--- src/rtl/multi_clk_gen_pkg.sv ---
// Shared types and constants for the multi-channel clock/event generator.
// The struct field widths set the widest half-period/offset/limit a channel can hold.
package multi_clk_gen_pkg;

  localparam int DEF_NUM_CH = 4;
  localparam int DEF_CNT_W  = 16;
  localparam int DEF_CYC_W  = 32;

  typedef enum logic [1:0] {
    IDLE  = 2'd0,
    DELAY = 2'd1,
    RUN   = 2'd2,
    DONE  = 2'd3
  } ch_state_e;

  typedef struct packed {
    logic [DEF_CNT_W-1:0] half;
    logic [DEF_CNT_W-1:0] offset;
    logic [DEF_CYC_W-1:0] limit;
  } ch_cfg_t;

  localparam ch_cfg_t CFG_RESET = '{half: DEF_CNT_W'(1), offset: '0, limit: '0};

  // A half-period of 0 behaves like 1, so both reload the counter with 0.
  function automatic logic [DEF_CNT_W-1:0] half_reload(input logic [DEF_CNT_W-1:0] half);
    return (half == '0) ? '0 : half - 1'b1;
  endfunction

  function automatic int ch_idx_w(input int n);
    return (n > 1) ? $clog2(n) : 1;
  endfunction

endpackage

--- src/rtl/multi_clk_gen_if.sv ---
// Configuration bus of the clock generator: write strobe, target channel,
// the three config fields and the rejected-write pulse.
interface multi_clk_gen_if #(
  parameter int NUM_CH = multi_clk_gen_pkg::DEF_NUM_CH,
  parameter int CNT_W  = multi_clk_gen_pkg::DEF_CNT_W,
  parameter int CYC_W  = multi_clk_gen_pkg::DEF_CYC_W
);

  localparam int CH_W = multi_clk_gen_pkg::ch_idx_w(NUM_CH);

  logic             cfg_we;
  logic [CH_W-1:0]  cfg_ch;
  logic [CNT_W-1:0] cfg_half;
  logic [CNT_W-1:0] cfg_offset;
  logic [CYC_W-1:0] cfg_limit;
  logic             cfg_err;

  modport master (
    output cfg_we, cfg_ch, cfg_half, cfg_offset, cfg_limit,
    input  cfg_err
  );

  modport slave (
    input  cfg_we, cfg_ch, cfg_half, cfg_offset, cfg_limit,
    output cfg_err
  );

endinterface

--- src/rtl/multi_clk_gen_channel.sv ---
// One generator channel: config registers, IDLE/DELAY/RUN/DONE sequencing,
// the divided clock and its rising-edge counter.
module clk_gen_channel
  import multi_clk_gen_pkg::*;
#(
  parameter int CYC_W = DEF_CYC_W
) (
  input  logic             clk,
  input  logic             rst_n,
  input  logic             en,
  input  logic             wr,
  input  ch_cfg_t          cfg_in,
  input  logic             start,
  input  logic             stop,
  output logic             busy,
  output logic             qualify,
  output logic             gen_clk,
  output logic             rise,
  output logic [CYC_W-1:0] cyc,
  output logic             done
);

  ch_state_e            state_q, state_d;
  ch_cfg_t              cfg_q, cfg_d;
  logic [DEF_CNT_W-1:0] cnt_q, cnt_d;
  logic                 gen_q, gen_d;
  logic                 rise_q, rise_d;
  logic                 done_q, done_d;
  logic [CYC_W-1:0]     cyc_q, cyc_d;
  logic                 restartable;

  assign restartable = (state_q == IDLE) || (state_q == DONE);

  always_ff @(posedge clk or negedge rst_n) begin
    if (!rst_n) begin
      state_q <= IDLE;
      cfg_q   <= CFG_RESET;
      cnt_q   <= '0;
      gen_q   <= 1'b0;
      rise_q  <= 1'b0;
      done_q  <= 1'b0;
      cyc_q   <= '0;
    end else begin
      state_q <= state_d;
      cfg_q   <= cfg_d;
      cnt_q   <= cnt_d;
      gen_q   <= gen_d;
      rise_q  <= rise_d;
      done_q  <= done_d;
      cyc_q   <= cyc_d;
    end
  end

  // Writes, start and stop act regardless of en; only the timing machinery freezes.
  always_comb begin
    state_d = state_q;
    cfg_d   = cfg_q;
    cnt_d   = cnt_q;
    gen_d   = gen_q;
    rise_d  = 1'b0;
    done_d  = done_q;
    cyc_d   = cyc_q;

    if (wr && restartable) begin
      cfg_d = cfg_in;
    end

    if (stop) begin
      state_d = IDLE;
      gen_d   = 1'b0;
      done_d  = 1'b0;
    end else if (start && restartable) begin
      cyc_d  = '0;
      done_d = 1'b0;
      gen_d  = 1'b0;
      if (cfg_q.offset != '0) begin
        state_d = DELAY;
        cnt_d   = cfg_q.offset - 1'b1;
      end else begin
        state_d = RUN;
        cnt_d   = half_reload(cfg_q.half);
      end
    end else if (en) begin
      case (state_q)
        DELAY: begin
          if (cnt_q == '0) begin
            state_d = RUN;
            cnt_d   = half_reload(cfg_q.half);
          end else begin
            cnt_d = cnt_q - 1'b1;
          end
        end
        RUN: begin
          if (cnt_q == '0) begin
            cnt_d = half_reload(cfg_q.half);
            gen_d = ~gen_q;
            if (!gen_q) begin
              rise_d = 1'b1;
              cyc_d  = cyc_q + 1'b1;
              // A zero limit means free-running: the count simply wraps.
              if ((cfg_q.limit != '0) && (cyc_d == CYC_W'(cfg_q.limit))) begin
                done_d  = 1'b1;
                state_d = DONE;
              end
            end
          end else begin
            cnt_d = cnt_q - 1'b1;
          end
        end
        DONE: begin
          gen_d = 1'b0;
        end
        default: begin
          state_d = IDLE;
        end
      endcase
    end
  end

  assign busy    = (state_q == DELAY) || (state_q == RUN);
  assign qualify = (state_q != IDLE) && (cfg_q.limit != '0);
  assign gen_clk = gen_q;
  assign rise    = rise_q;
  assign cyc     = cyc_q;
  assign done    = done_q;

endmodule

--- src/rtl/multi_clk_gen.sv ---
// Multi-channel programmable clock/event generator: config decode, write
// rejection and the all-done summary around NUM_CH independent channels.
module multi_clk_gen
  import multi_clk_gen_pkg::*;
#(
  parameter int NUM_CH = DEF_NUM_CH,
  parameter int CNT_W  = DEF_CNT_W,
  parameter int CYC_W  = DEF_CYC_W
) (
  input  logic                    clk,
  input  logic                    rst_n,
  input  logic                    en,
  multi_clk_gen_if.slave          cfg,
  input  logic [NUM_CH-1:0]       start,
  input  logic [NUM_CH-1:0]       stop,
  output logic [NUM_CH-1:0]       gen_clk,
  output logic [NUM_CH-1:0]       rise,
  output logic [NUM_CH*CYC_W-1:0] cyc,
  output logic [NUM_CH-1:0]       parity,
  output logic [NUM_CH-1:0]       done,
  output logic                    all_done
);

  logic [CNT_W-1:0]  half_in;
  logic [CNT_W-1:0]  offset_in;
  logic [CYC_W-1:0]  limit_in;
  ch_cfg_t           cfg_word;
  logic [NUM_CH-1:0] wr_sel;
  logic [NUM_CH-1:0] busy;
  logic [NUM_CH-1:0] qualify;
  logic              ch_valid;
  logic              err_d;
  logic              err_q;

  assign half_in   = cfg.cfg_half;
  assign offset_in = cfg.cfg_offset;
  assign limit_in  = cfg.cfg_limit;

  // A write is steered to its channel even when that channel is busy; the
  // channel drops it and the busy flag turns it into a cfg_err pulse here.
  always_comb begin
    cfg_word.half   = DEF_CNT_W'(half_in);
    cfg_word.offset = DEF_CNT_W'(offset_in);
    cfg_word.limit  = DEF_CYC_W'(limit_in);
    ch_valid        = (int'(cfg.cfg_ch) < NUM_CH);
    wr_sel          = '0;
    err_d           = 1'b0;
    for (int i = 0; i < NUM_CH; i++) begin
      if (cfg.cfg_we && (int'(cfg.cfg_ch) == i)) begin
        wr_sel[i] = 1'b1;
        err_d     = busy[i];
      end
    end
    if (cfg.cfg_we && !ch_valid) begin
      err_d = 1'b1;
    end
  end

  always_ff @(posedge clk or negedge rst_n) begin
    if (!rst_n) begin
      err_q <= 1'b0;
    end else begin
      err_q <= err_d;
    end
  end

  assign cfg.cfg_err = err_q;

  for (genvar i = 0; i < NUM_CH; i++) begin : g_ch
    clk_gen_channel #(
      .CYC_W (CYC_W)
    ) u_ch (
      .clk     (clk),
      .rst_n   (rst_n),
      .en      (en),
      .wr      (wr_sel[i]),
      .cfg_in  (cfg_word),
      .start   (start[i]),
      .stop    (stop[i]),
      .busy    (busy[i]),
      .qualify (qualify[i]),
      .gen_clk (gen_clk[i]),
      .rise    (rise[i]),
      .cyc     (cyc[i*CYC_W +: CYC_W]),
      .done    (done[i])
    );
    assign parity[i] = cyc[i*CYC_W];
  end

  // Channels without a limit, or never started, do not take part in all_done.
  always_comb begin
    all_done = (|qualify) && (&(done | ~qualify));
  end

endmodule

--- src/flat_wrapper.sv ---
// flat-port wrapper written by rule: the top's interface ports become plain ports
module multi_clk_gen_flat import multi_clk_gen_pkg::*;
#(
  parameter int NUM_CH = DEF_NUM_CH,
  parameter int CNT_W  = DEF_CNT_W,
  parameter int CYC_W  = DEF_CYC_W
)
  (clk, rst_n, en, start, stop, gen_clk, rise, cyc, parity, done, all_done, cfg_cfg_we, cfg_cfg_ch, cfg_cfg_half, cfg_cfg_offset, cfg_cfg_limit, cfg_cfg_err);
  multi_clk_gen_if #(.NUM_CH(NUM_CH), .CNT_W(CNT_W), .CYC_W(CYC_W)) cfg_i ();
  input  logic clk;
  input  logic rst_n;
  input  logic en;
  input  logic [NUM_CH-1:0] start;
  input  logic [NUM_CH-1:0] stop;
  output logic [NUM_CH-1:0] gen_clk;
  output logic [NUM_CH-1:0] rise;
  output logic [NUM_CH*CYC_W-1:0] cyc;
  output logic [NUM_CH-1:0] parity;
  output logic [NUM_CH-1:0] done;
  output logic all_done;
  input wire logic [$bits(cfg_i.cfg_we)-1:0] cfg_cfg_we;
  input wire logic [$bits(cfg_i.cfg_ch)-1:0] cfg_cfg_ch;
  input wire logic [$bits(cfg_i.cfg_half)-1:0] cfg_cfg_half;
  input wire logic [$bits(cfg_i.cfg_offset)-1:0] cfg_cfg_offset;
  input wire logic [$bits(cfg_i.cfg_limit)-1:0] cfg_cfg_limit;
  output wire logic [$bits(cfg_i.cfg_err)-1:0] cfg_cfg_err;
  assign cfg_i.cfg_we = cfg_cfg_we;
  assign cfg_i.cfg_ch = cfg_cfg_ch;
  assign cfg_i.cfg_half = cfg_cfg_half;
  assign cfg_i.cfg_offset = cfg_cfg_offset;
  assign cfg_i.cfg_limit = cfg_cfg_limit;
  assign cfg_cfg_err = cfg_i.cfg_err;
  multi_clk_gen #(.NUM_CH(NUM_CH), .CNT_W(CNT_W), .CYC_W(CYC_W)) u_core (.clk(clk), .rst_n(rst_n), .en(en), .cfg(cfg_i), .start(start), .stop(stop), .gen_clk(gen_clk), .rise(rise), .cyc(cyc), .parity(parity), .done(done), .all_done(all_done));
endmodule
--- config.mk ---
export PLATFORM = sky130hd
export DESIGN_NAME = multi_clk_gen_flat
export DESIGN_NICKNAME = d
export VERILOG_FILES = /design/src/rtl/multi_clk_gen_pkg.sv /design/src/rtl/multi_clk_gen_if.sv /design/src/rtl/multi_clk_gen_channel.sv /design/src/rtl/multi_clk_gen.sv /design/src/flat_wrapper.sv
export SDC_FILE = /design/constraint.sdc
export NUM_CORES = 1
export LEC_CHECK = 0
export ABC_AREA = 1
export CAP_MARGIN = 20
export CORE_ASPECT_RATIO = 2
export CORE_MARGIN = 1
export CORE_UTILIZATION = 60
export DETAILED_ROUTE_END_ITERATION = 10
export GPL_TIMING_DRIVEN = 0
export PLACE_DENSITY = 0.82
export SYNTH_ARGS = -nofsm -noshare
export SYNTH_HDL_FRONTEND = slang
export SYNTH_SLANG_ARGS = --single-unit
--- constraint.sdc ---
create_clock -name clk -period 2.4 [get_ports clk]
set_input_delay 0.48 -clock clk [delete_from_list [all_inputs] [get_ports clk]]
set_output_delay 0.48 -clock clk [all_outputs]
set_load 0.02 [all_outputs]
==> flow_metrics.env, run 1 <==
export IMPL_clk_latency_ns=0.58
export IMPL_gp_congestion=1.01
export IMPL_grt_max_degree=121
export IMPL_path_clk_slew_ns=0.07
export IMPL_rsz0062_at_grt="true"
export IMPL_worstPathArrival_ns=2.41
export IMPL_fin_crit_sh=1.20
export IMPL_grt_first_pass_wirelength_um=169000
export IMPL_crit_path_end_kind="output port"
export IMPL_final_cell_mix="1119 x nand2_1, 491 x inv_1, 412 x nor2_1"
export IMPL_final_common_cell="nand2_1"
export IMPL_num_vias=31500
export IMPL_critical_path_slowest_cell="dfrtp_1"
export IMPL_yosysUniqueCellTypes=61
export IMPL_cts_tree="done"
export IMPL_hold_path_class="in -> async"
export IMPL_gr_usage_all_layers=0.446
export IMPL_cts_sinks=469
export IMPL_port_buffers=223
export IMPL_dpl_hpwl_um=84400
export IMPL_p_seq_frac=0.376
export IMPL_p_sw_mw=18.1
export IMPL_boundaryPins=224
export IMPL_leakage_nw=16.5
export IMPL_cp_start_kind="flip-flop"
export IMPL_max_freq_mhz=346
export IMPL_drt_wl_total_um=114000
export IMPL_synth_largest_area_cell="dfrtp_1"
export IMPL_final_cells=5251
export IMPL_layout_drive_gt1_share=0.141
export IMPL_max_slew_worst_pin_slew_ns=0.790
export IMPL_drv_slew=0
export IMPL_syn_area_um2=29600
export IMPL_combPwrFrac=0.436
export IMPL_area_growth_pct=23.4
export IMPL_final_min_clock_period_ns=2.89
export IMPL_yosysWarnings=0
export IMPL_cap_violations=0
export IMPL_cp_required_ns=1.92
export IMPL_overflow=0
export IMPL_root_buffer="clkbuf_16"
export IMPL_first_global_vias=30500
export IMPL_path_max_fanout=4
export IMPL_syn_avg_cell_area_um2=7.07
export IMPL_die_y_um=316
export IMPL_hold_violations=0
export IMPL_synth_cells=4194
export IMPL_drt_iter0_markers=2951
export IMPL_antenna_left=0
export IMPL_placed_cells=5059
export IMPL_drc=0
export IMPL_setup_viol_count_final=36
export IMPL_status="complete, but fails checks"
export IMPL_max_slew_margin=0.473
export IMPL_clockBufferDepth=3
export IMPL_r2r_end="u_core.g_ch[0].u_ch.state_q[0]"
export IMPL_die_x_um=159
export IMPL_violations="negative setup slack"
export IMPL_fillCellCount=3778
export IMPL_synthTopCellsByArea="dfrtp_1 39%, nand2_1 15%, o21ai_0 6.5%"
export IMPL_vias_per_cell=6.01
export IMPL_async_reset_ff_frac=1.00
export IMPL_h_tree_depth=2
export IMPL_crit_chain="nor2_1 -> nand2_1 -> nor2_1 -> nand2_1 -> nor2_4 -> nor3_1 -> a2111oi_4 -> buf_4"
export IMPL_switching_share=0.455
export IMPL_fin_setup_tns_ns=-2.34
export IMPL_pwr_density_cell_nw_per_um2=1090
export IMPL_placementRows=114
export IMPL_ir_drop_uv=956
export IMPL_utilization=0.754
export IMPL_r2r_start="u_core.g_ch[0].u_ch.cyc[1]"
export IMPL_ys_ff_latch=469
export IMPL_crit_type="reg -> out"
export IMPL_synth_net_count=4312
export IMPL_numCtsBuffers=44
export IMPL_fin_ws_ns=-0.490
export IMPL_initial_core_util=0.611
export IMPL_cp_slowest_stage_delay_ns=0.48
export IMPL_dp_slack_ns=-1.02
export IMPL_r2r_setup_slack_ns=-0.20
export IMPL_core_area_um2=48500
export IMPL_clockPowerShare=0.188
export IMPL_intPower_mw=21.7
export IMPL_die_area_um2=50300
export IMPL_clock_skew_ns=0.0115
export IMPL_yosys_most_used_dff="dfrtp_1"
export IMPL_dr_pass1_iters=7
export IMPL_ff2ff_path_depth=16
export IMPL_antenna_found_initial=8
export IMPL_ys_seq_area_frac=0.396
export IMPL_finalNetCount=4694
export IMPL_yosysTopAreaCellShare=0.393
export IMPL_synth_edf_count=0
export IMPL_wl_per_cell_um=21.7
==> final cells by class <==
class                   instances  area [µm²]  area share
well taps                     638         798      0.0218
diodes                          3        7.51    0.000205
plain buffers                 110         618      0.0169
clock inverters                25         251     0.00687
clock buffers                  55        1220      0.0334
inverters                     525        1980      0.0542
repair buffers                336        3250      0.0890
multi-input cells            3090       16600       0.455
flip-flops and latches        469       11800       0.323
==> Yosys cell counts, types with 50 or more instances <==
library cell,instances
xnor2_1,50
a21oi_1,78
nand3_1,314
nor2_1,489
nand4_1,54
clkbuf_1,71
nand2_1,1177
o22ai_1,88
dfrtp_1,465
o21ai_0,385
inv_1,504
xor2_1,116
nor3_1,52
==> power by group through the flow <==
stage	registers, mW	logic [mW]	clock network (mW)
floorplan	13.5	10.6	0
global placement	14.8	14.6	0
detailed placement	14.8	14.9	0
CTS	14.7	16.0	7.42
global route	15.1	19.0	7.70
finish	15.0	17.3	7.46
==> cell families (layout without fill, tap and decap cells) <==
group                      after synthesis  in the layout  share of synthesized area
AOI/OAI and AO/OA                      637            638                      0.119
adders and majority gates               40             40                     0.0169
and+or+nand+nor                       2232           2232                      0.324
buffers and inverters                  636           1051                     0.0843
DFF                                    469            469                      0.396
xor gates and xnor gates               180            180                     0.0597
other                                    0              3                          0
==> critical path: cells and delay by family, from the launching register on <==
kind / cells / cell delay, ns
buffers and inverters: 1 / 0.21
AOI/OAI and AO/OA: 1 / 0.42
DFF: 1 / 0.48
and+or+nand+nor: 6 / 0.70
==> per-stage QoR <==
| step | hold WS [ns] | cell area (µm²) | power [mW] |
|---|---|---|---|
| 3_5_place_dp | 0.443 | 32800 | 29.8 |
| 5_1_grt | 0.450 | 36600 | 41.9 |
| 3_3_place_gp | 0.469 | 32700 | 29.4 |
| 4_1_cts | 0.429 | 35200 | 38.0 |
| 2_1_floorplan | 0.184 | 29600 | 24.1 |
| 6_report | 0.404 | 36600 | 39.7 |
==> timing repair <==
action	in CTS	in global routing
endpoints found under the hold margin	49	0
cloned	1	2
pin swaps	29	89
setup endpoints to repair	229	282
gates resized for setup	179	287
hold buffers	1	0
buffers inserted	50	56
==> routing by layer <==
| layer | wire length (µm) | global-route usage | vias to the layer above |
|---|---|---|---|
| li1 | - | - | 14300 |
| met2 | 56300 | 0.783 | 1725 |
| met1 | 34700 | 0.407 | 14700 |
| met5 | 63 | 0 | - |
| met4 | 14700 | 0.485 | 8 |
| met3 | 8230 | 0.0993 | 772 |
==> registers in the layout, summed over array words and instances (netlist names) <==
| signal | count |
|---|---|
| u_core.g_ch.u_ch.cfg_q | 256 |
| u_core.g_ch.u_ch.cyc | 128 |
| u_core.g_ch.u_ch.cnt_q | 64 |
| u_core.g_ch.u_ch.state_q | 8 |
| u_core.g_ch.u_ch.done | 4 |
| u_core.g_ch.u_ch.gen_clk | 4 |
| u_core.g_ch.u_ch.rise | 4 |
| u_core.cfg.cfg_err | 1 |
==> worst max path at each step <==
| stage | endpoint | from | depth (start not counted) |
|---|---|---|---|
| after floorplan | all_done | u_core.g_ch[0].u_ch.state_q[0] | 6 |
| after global placement | u_core.g_ch[1].u_ch.cnt_q[1] | rst_n | 1 |
| after detailed placement | all_done | u_core.g_ch[0].u_ch.cfg_q[31] | 9 |
| after CTS | all_done | u_core.g_ch[0].u_ch.cfg_q[31] | 9 |
| after global routing | all_done | u_core.g_ch[2].u_ch.cfg_q[28] | 8 |
| final | all_done | u_core.g_ch[2].u_ch.cfg_q[14] | 8 |
Note: power is estimated with default switching activity, not from simulation.
==> run 2: changes to the inputs <==
--- a/config.mk
+++ b/config.mk
@@ -10,6 +10,7 @@
 export CORE_ASPECT_RATIO = 2
 export CORE_MARGIN = 1
 export CORE_UTILIZATION = 60
+export CTS_CLUSTER_DIAMETER = 200
 export DETAILED_ROUTE_END_ITERATION = 10
 export GPL_TIMING_DRIVEN = 0
 export PLACE_DENSITY = 0.82
==> results of run 2 <==
Same layout as run 1: the final DEF is identical, and so are final timing and power.
